### config.mk
export PLATFORM = sky130hd
export DESIGN_NAME = if_fetch_unit
export DESIGN_NICKNAME = d
export VERILOG_FILES = /design/src/rtl/if_fetch_unit.sv
export SDC_FILE = /design/constraint.sdc
export NUM_CORES = 1
export LEC_CHECK = 0
export ABC_AREA = 1
export BUFFER_PORTS_ARGS = -buffer_cell sky130_fd_sc_hd__buf_4
export CORE_UTILIZATION = 48
export CTS_CLUSTER_DIAMETER = 40
export DETAILED_ROUTE_END_ITERATION = 8
export PLACE_DENSITY = 0.76
export SYNTH_ARGS = -nofsm -noshare
export SYNTH_HDL_FRONTEND = slang
export SYNTH_SLANG_ARGS = --single-unit
### constraint.sdc
create_clock -name clk -period 1.5 [get_ports clk]
set_input_delay 0.15 -clock clk [delete_from_list [all_inputs] [get_ports clk]]
set_output_delay 0.15 -clock clk [all_outputs]
set_load 0.02 [all_outputs]
### src/rtl/if_fetch_unit.sv
// Instruction-fetch stage: holds the PC, drives the instruction ROM word
// address and captures the returned word into the IF/ID register. Handles
// decode stall, branch/jump redirect (one-bubble flush), syscall halt and
// misaligned-redirect fault.
//
// Ports:
//   clk, rst        rising-edge clock, synchronous active-high reset
//   stall           decode back-pressure; holds PC and IF/ID contents
//   redirect_valid  branch/jump taken this cycle, target on redirect_pc
//   rom_addr        ROM word address, pc[11:2] (combinational from PC reg)
//   rom_data        ROM read data, valid in the same cycle
//   if_pc, if_pc_plus4, if_instr, if_valid   IF/ID register contents
//   halted          fetch stopped by HALT_INSTR (sticky until rst)
//   fault           misaligned redirect target seen (sticky until rst)
//   fetch_count     number of instructions delivered (wraps)
module if_fetch_unit #(
    parameter logic [31:0] RESET_PC   = 32'h0000_0000,
    parameter logic [31:0] HALT_INSTR = 32'h0000_000C
) (
    input  logic        clk,
    input  logic        rst,
    input  logic        stall,
    input  logic        redirect_valid,
    input  logic [31:0] redirect_pc,
    output logic [9:0]  rom_addr,
    input  logic [31:0] rom_data,
    output logic [31:0] if_pc,
    output logic [31:0] if_pc_plus4,
    output logic [31:0] if_instr,
    output logic        if_valid,
    output logic        halted,
    output logic        fault,
    output logic [31:0] fetch_count
);

    typedef enum logic [1:0] {
        S_RUN   = 2'd0,
        S_HALT  = 2'd1,
        S_FAULT = 2'd2
    } state_t;

    state_t      state_q;
    logic [31:0] pc_q;
    logic [31:0] if_pc_q;
    logic [31:0] if_pc_plus4_q;
    logic [31:0] if_instr_q;
    logic        if_valid_q;
    logic        halted_q;
    logic        fault_q;
    logic [31:0] fetch_count_q;

    logic [31:0] pc_plus4_d;
    logic [31:0] fetch_count_d;
    logic        redirect_aligned_d;
    logic        halt_hit_d;

    // Next-value helpers shared by the capture path.
    assign pc_plus4_d         = pc_q + 32'd4;
    assign fetch_count_d      = fetch_count_q + 32'd1;
    assign redirect_aligned_d = (redirect_pc[1:0] == 2'b00);
    assign halt_hit_d         = (rom_data == HALT_INSTR);

    // Upper PC bits are ignored, so fetch wraps modulo 4 KiB.
    assign rom_addr = pc_q[11:2];

    // Fetch FSM with registered IF/ID outputs.
    always_ff @(posedge clk) begin
        if (rst) begin
            state_q       <= S_RUN;
            pc_q          <= RESET_PC;
            if_pc_q       <= 32'd0;
            if_pc_plus4_q <= 32'd0;
            if_instr_q    <= 32'd0;
            if_valid_q    <= 1'b0;
            halted_q      <= 1'b0;
            fault_q       <= 1'b0;
            fetch_count_q <= 32'd0;
        end else begin
            case (state_q)
                S_RUN: begin
                    if (redirect_valid) begin
                        // Redirect beats stall and any same-edge halt capture:
                        // the word currently on rom_data is wrong-path.
                        if_valid_q <= 1'b0;
                        if (redirect_aligned_d) begin
                            pc_q       <= redirect_pc;
                            if_instr_q <= 32'd0;
                        end else begin
                            state_q <= S_FAULT;
                            fault_q <= 1'b1;
                        end
                    end else if (!stall) begin
                        if_instr_q    <= rom_data;
                        if_pc_q       <= pc_q;
                        if_pc_plus4_q <= pc_plus4_d;
                        if_valid_q    <= 1'b1;
                        fetch_count_q <= fetch_count_d;
                        // The halting instruction is still delivered; PC parks on it.
                        if (halt_hit_d) begin
                            state_q  <= S_HALT;
                            halted_q <= 1'b1;
                        end else begin
                            pc_q <= pc_plus4_d;
                        end
                    end
                end
                S_HALT: begin
                    // A stall may hold the halting instruction; once it drains
                    // if_valid stays low and stall no longer matters.
                    if (!stall) begin
                        if_valid_q <= 1'b0;
                    end
                end
                S_FAULT: begin
                    if_valid_q <= 1'b0;
                    fault_q    <= 1'b1;
                end
                default: begin
                    // Unreachable encoding: park safely in FAULT.
                    state_q    <= S_FAULT;
                    fault_q    <= 1'b1;
                    if_valid_q <= 1'b0;
                end
            endcase
        end
    end

    assign if_pc       = if_pc_q;
    assign if_pc_plus4 = if_pc_plus4_q;
    assign if_instr    = if_instr_q;
    assign if_valid    = if_valid_q;
    assign halted      = halted_q;
    assign fault       = fault_q;
    assign fetch_count = fetch_count_q;

endmodule

# Yosys cells after proc, flatten, opt, wreduce, memory -nomap -nowiden
# Cells that the tools add are included.
[totals] register_bits=165 romBits=0 in_bits=68 out_inout_bits=141 ramBits=0 mem_count=0 latchBits=0
[classes] shift=0 n_div=0 magnitude_cmp=0 addsub=2 reduce_logical=10 n_bitwise=4 mul=0 mux=19 n_eq_ne=12
[ops] op="32-bit two-way mux" n=7
[ops] op="32-bit by 1-bit adder with 32-bit output, second input constant" n=1
[ops] op="32-bit by 3-bit adder with 32-bit output, second input constant" n=1
[ops] op="32-bit by 4-bit == test with 1-bit output, second input constant" n=1
[ops] op="4-bit AND reduction" n=3
[ops] op="3-bit != test, second input constant" n=3
[ops] op="3-bit AND reduction" n=3
[ops] op="2-bit two-way mux" n=4
[ops] op="2-bit != test, second input constant" n=4
[ops] op="1-bit two-way mux" n=5
[ops] op="2-bit zero test" n=2
[ops] op="2-bit by 1-bit != test with 1-bit output, second input constant" n=2
[ops] op="1-bit NOT" n=4
[ops] op="1-bit one-hot mux with 2 select lines" n=2
[ops] op="2-bit one-hot mux with 2 select lines" n=1
[ops] op="2-bit by 1-bit == test with 1-bit output, second input constant" n=1
[ops] op="2-bit == test, second input constant" n=1
[ops] op="2-bit AND reduction" n=1
[ops] op="2-bit OR reduction" n=1

# Logic depth before layout (Yosys ltp)
[depth] ltp_word=5 mapped_depth=12 mapped_depth_nobuf=12

# Worst setup path before layout
# No wires, ideal clock.
[synth_path] path_kind="register -> register" from="register fetch_count_q[0] (netlist: fetch_count[0])" to="register fetch_count_q[22] (netlist: fetch_count[22])" required_ns=1.387 synth_period_minus_slack_ns=1.746 setup_time_ns=0.113 setup_slack_ns=-0.246 stages_incl_launch_ff=11 arrival_ns=1.633 path_buffers=0 path_cell_list="dfxtp_1 > ha_1 > nand3_1 > nor2_4 > nand2_2 > nor2_4 > nand2_4 > nor2_4 > nand2_1 > nor2_1 > nor2_1"
[synth_between] elab_chain_cells=1
[synth_rtl] element="from (decl)" line="50" source="logic [31:0] fetch_count_q;"
[synth_rtl] element="from (signal assigned)" line="97" source="fetch_count_q <= fetch_count_d;"
[synth_rtl] element="32-bit by 1-bit adder with 32-bit output" line="59" source="assign fetch_count_d = fetch_count_q + 32'd1;"
# Every way passes these cells.
# A chain may end at the register's enable or synchronous reset.

# Worst setup path after layout
[layout_path] from="register pc_q[9]" to="register pc_q[16]"
[layout_between] elab_chain_cells=4
[layout_rtl] element="from (decl)" line="43" source="logic [31:0] pc_q;"
[layout_rtl] element="from (signal assigned)" line="86" source="pc_q <= redirect_pc;"
[layout_rtl] element="from (signal assigned)" line="103" source="pc_q <= pc_plus4_d;"
[layout_rtl] element="32-bit by 3-bit adder with 32-bit output" line="58" source="assign pc_plus4_d = pc_q + 32'd4;"
[layout_rtl] element="32-bit two-way mux" line="99" source="if (halt_hit_d) begin"
[layout_rtl] element="32-bit two-way mux" line="92" source="end else if (!stall) begin"
[layout_rtl] element="32-bit two-way mux" line="81" source="if (redirect_valid) begin"
# Every way passes these cells. The select of a mux whose other input is x is not followed.

==> summary.md <==
| Metric | Value |
|---|---|
| TritonCTS Buffers | `17` |
| Initial standard-cell utilization of the core | `0.488` |
| Arrival time of data at the critical path endpoint | `1.90 ns` |
| Final non-filler cell area | `about 12000 µm²` |
| Weighted congestion reported at the end of routability-driven placement | `0.926` |
| Antenna violations before repair | `0` |
| Critical path's most frequent cell | `sky130_fd_sc_hd__nor2_1` |
| Buffering stage count on the worst path with inverters included | `1` |
| Crit path largest cell delay | `about 0.40 ns` |
| Post-route non-filler standard cell count | `~1800` |
| Summed instance area of the synthesized netlist | `8070 µm²` |
| Share of final-layout standard cells stronger than drive strength 1 | `0.308` |
| Setup skew after layout | `0.00983 ns` |
| Power Density | `between 1000 and 1500 nW/µm²` |
| Vias per cell | `between 5 and 6` |
| CTS tree | `built` |
| Die X | `about 130 µm` |
| Fraction of power consumed by sequential logic | `0.345` |
| Floorplan die area | `17300 µm²` |
| Logic gate share of total power | `0.369` |
| Synth warnings | `0` |
| Sequential fraction of the synthesis area | `0.404` |
| HP Class | `in -> reg` |
| Failing checks | `setup timing` |
| IO Count | `209` |
| Register bit total from synthesis | `between 150 and 200` |
| Data required time at the worst endpoint | `1.82 ns` |
| Instance area at placement | `~10000 µm²` |
| Remaining Overflow, GRT | `0` |
| Pins Over Slew Limit | `0` |
| Area of the core region | `16500 µm²` |
| Top library cells by usage in the layout, fill and taps aside | `350 x sky130_fd_sc_hd__nand2_1, 301 x sky130_fd_sc_hd__buf_4, 180 x sky130_fd_sc_hd__nor2_1` |
| Final HPWL DP | `16800 µm` |
| Period minus WS final | `1.57 ns` |
| Global-route wire length before repair | `38500 µm` |
| Category of the critical setup timing path | `reg -> reg` |
| Critical path endpoint category | `register` |
| Placed cell count | `1711` |
| DR iter-0 viols | `614` |
| Highest clock rate | `635 MHz` |
| Diode insertion count for antenna repair | `0` |
| Final number of hold-violating endpoints | `0` |
| Total power of the final layout | `16.4 mW` |
| Cell at the root of the clock tree | `sky130_fd_sc_hd__clkbuf_16` |
| Most common library cell in the layout ignoring fill and taps | `sky130_fd_sc_hd__nand2_1` |
| Gate family responsible for the most delay along the worst path | `simple AND/OR/NAND/NOR gates` |
| Sw power | `5.91 mW` |
| Max Cap Viol | `0` |
| Via total after detailed routing | `approximately 9100` |
| Cells traversed along the worst timing path | `nand2_1 -> buf_4 -> nor2_1 -> nand3_2 -> and2_4 -> o21ai_1 -> nand2_1 -> nor2_1 -> nor2_1` |
| DRT Wirelength | `roughly 25000 µm` |
| Run status | `finished with violations` |
| Least setup slack across all paths after layout | `-0.0736 ns` |
| Headroom to the max-slew limit | `0.717` |
| Leakage dissipation | `5.57 nW` |
| Critical path fanouts, max | `4` |
| H-tree depth | `4` |
| Mapped Nets | `1331` |
| Tightest Pin Transition | `~0.42 ns` |
| Port Buffer Count | `208` |
| Mean area per synthesized cell | `6.41 µm²` |
| RSZ-0062 raised after global routing | `yes` |
| Final critical-path share of the clock period | `1.05` |
| Number of endpoints failing setup at the final stage | `21` |
| FP Rows | `47` |
| Crit path launch type | `register` |
| Gate Count Post-Synth | `1259` |
| Residual DRC count | `0` |
| Bufs on Longest Clock Path | `2` |
| Switching part of the total | `0.361` |
| Dpl ws | `-0.164 ns` |
| Total routing usage reported by global routing | `0.274` |
| Cell at the slowest stage of the critical path | `sky130_fd_sc_hd__dfxtp_2` |
| Clk_lat worst skew | `0.43 ns` |
| CTS clock-pin slew for the worst setup and hold paths | `0.07 ns` |
| Routed Antenna Nets | `0` |
| P_int | `10.5 mW` |
| Per-cell routed wire length | `14.4 µm` |
| Peak supply drop | `~910 µV` |
| Final net count | `roughly 1600` |
| Number of global-route vias before repair | `8135` |
| Number of library cell types mapped by synthesis | `32` |
| Relative contribution of the clock network to total power | `0.287` |
| Post-synthesis to final-layout area growth | `45.9%` |
| Sink count of the clock tree | `163` |
| DIE HEIGHT | `around 130 µm` |
| Pin count of the biggest net entering global routing | `just over 60` |
| Router iterations before antenna repair | `7` |
[cell families after synthesis]
group / Yosys count / synth area share
AO/OA/AOI/OAI: 174 / 0.112
flip-flops: 163 / 0.404
XOR/XNOR: 16 / 0.0174
buffers and inverters: 202 / 0.103
AND/OR/NAND/NOR: 700 / 0.356
adder cells (fa/ha/maj): 4 / 0.00620
[through the flow]
stage          TNS (ns)  hold WS, ns  utilization
2_1_floorplan   -0.0668        0.310            -
3_3_place_gp      -1.87        0.436        0.629
3_5_place_dp      -3.33        0.443        0.629
4_1_cts          -0.299     0.000153        0.683
5_1_grt           -5.44      0.00138        0.713
6_report         -0.533      0.00451        0.713
[cells in the mapped netlist, drive strengths merged]
cell    instances  share of area
and2            3         0.0023
nor3           11         0.0074
nand3          72          0.045
nand4          11         0.0085
ha              4         0.0062
xor2           16          0.017
nor3b           3         0.0034
o211ai         11          0.010
nor4            1        0.00078
clkbuf         34          0.016
nand2         376           0.18
a31oi           2         0.0016
nand3b          5         0.0047
o21ai          71          0.044
clkinv          1        0.00046
buf            32          0.024
a211oi          1        0.00093
dfxtp         163           0.40
inv           135          0.063
o31ai           1        0.00093
nor2          218           0.11
a21oi          88          0.055
[worst min-delay path: cells and delay by family]
kind / cells / cell delay [ns]
AO/OA/AOI/OAI: 1 / 0.05
buffers and inverters: 1 / 0.12
AND/OR/NAND/NOR: 1 / 0.07
[sequential cells by signal, summed over array words and instances, names as in the netlist]
name         cells
if_instr        32
fault            1
if_pc_plus4     30
halted           1
if_pc           32
state_q          2
if_valid         1
fetch_count     32
pc_q            32
[power groups by stage]
stage | combinational [mW] | sequential, mW | clock (mW)
final | 6.04 | 5.65 | 4.69
after global routing | 6.58 | 5.71 | 4.91
after CTS | 5.58 | 5.56 | 4.72
after detailed placement | 5.37 | 5.63 | 0
after global placement | 5.28 | 5.62 | 0
after floorplan | 2.78 | 6.06 | 0
[layout make-up]
class                      count  area [µm²]
clock inverter                11         149
inverter                     136         515
timing repair buffer         325        2600
sequential                   163        3310
multi-input combinational    894        4430
clock buffer                  21         492
fill                        1312        4750
tap                          220         275
[per-layer routing]
layer  vias up  routed length (µm)  global-route usage
met5         -                   0                   0
met4         0                 720              0.0982
met3        69                1650              0.0575
met2       402               12200               0.462
met1      4119               10900               0.343
li1       4487                   -                   -
[what timing repair did]
action                                 CTS  global route
gates resized for setup                 37           116
setup buffers                            7            10
hold buffers                             8             0
endpoints found under the hold margin    8             0
pin swaps                               18            32
setup endpoints to repair               56            98
gates cloned                             0             2
[worst paths after layout]
path / startpoint / endpoint / slack (ns) / cells after the start
worst max register to register: pc_q[9] / pc_q[16] / -0.07 / 9
worst min-delay path: rom_data[21] / if_instr[21] / 0.005 / 3
worst min register to register: pc_q[0] / pc_q[0] / 0.45 / 2
worst max-delay path: pc_q[9] / pc_q[16] / -0.07 / 9
No activity file was read; power rests on OpenSTA's default activity.
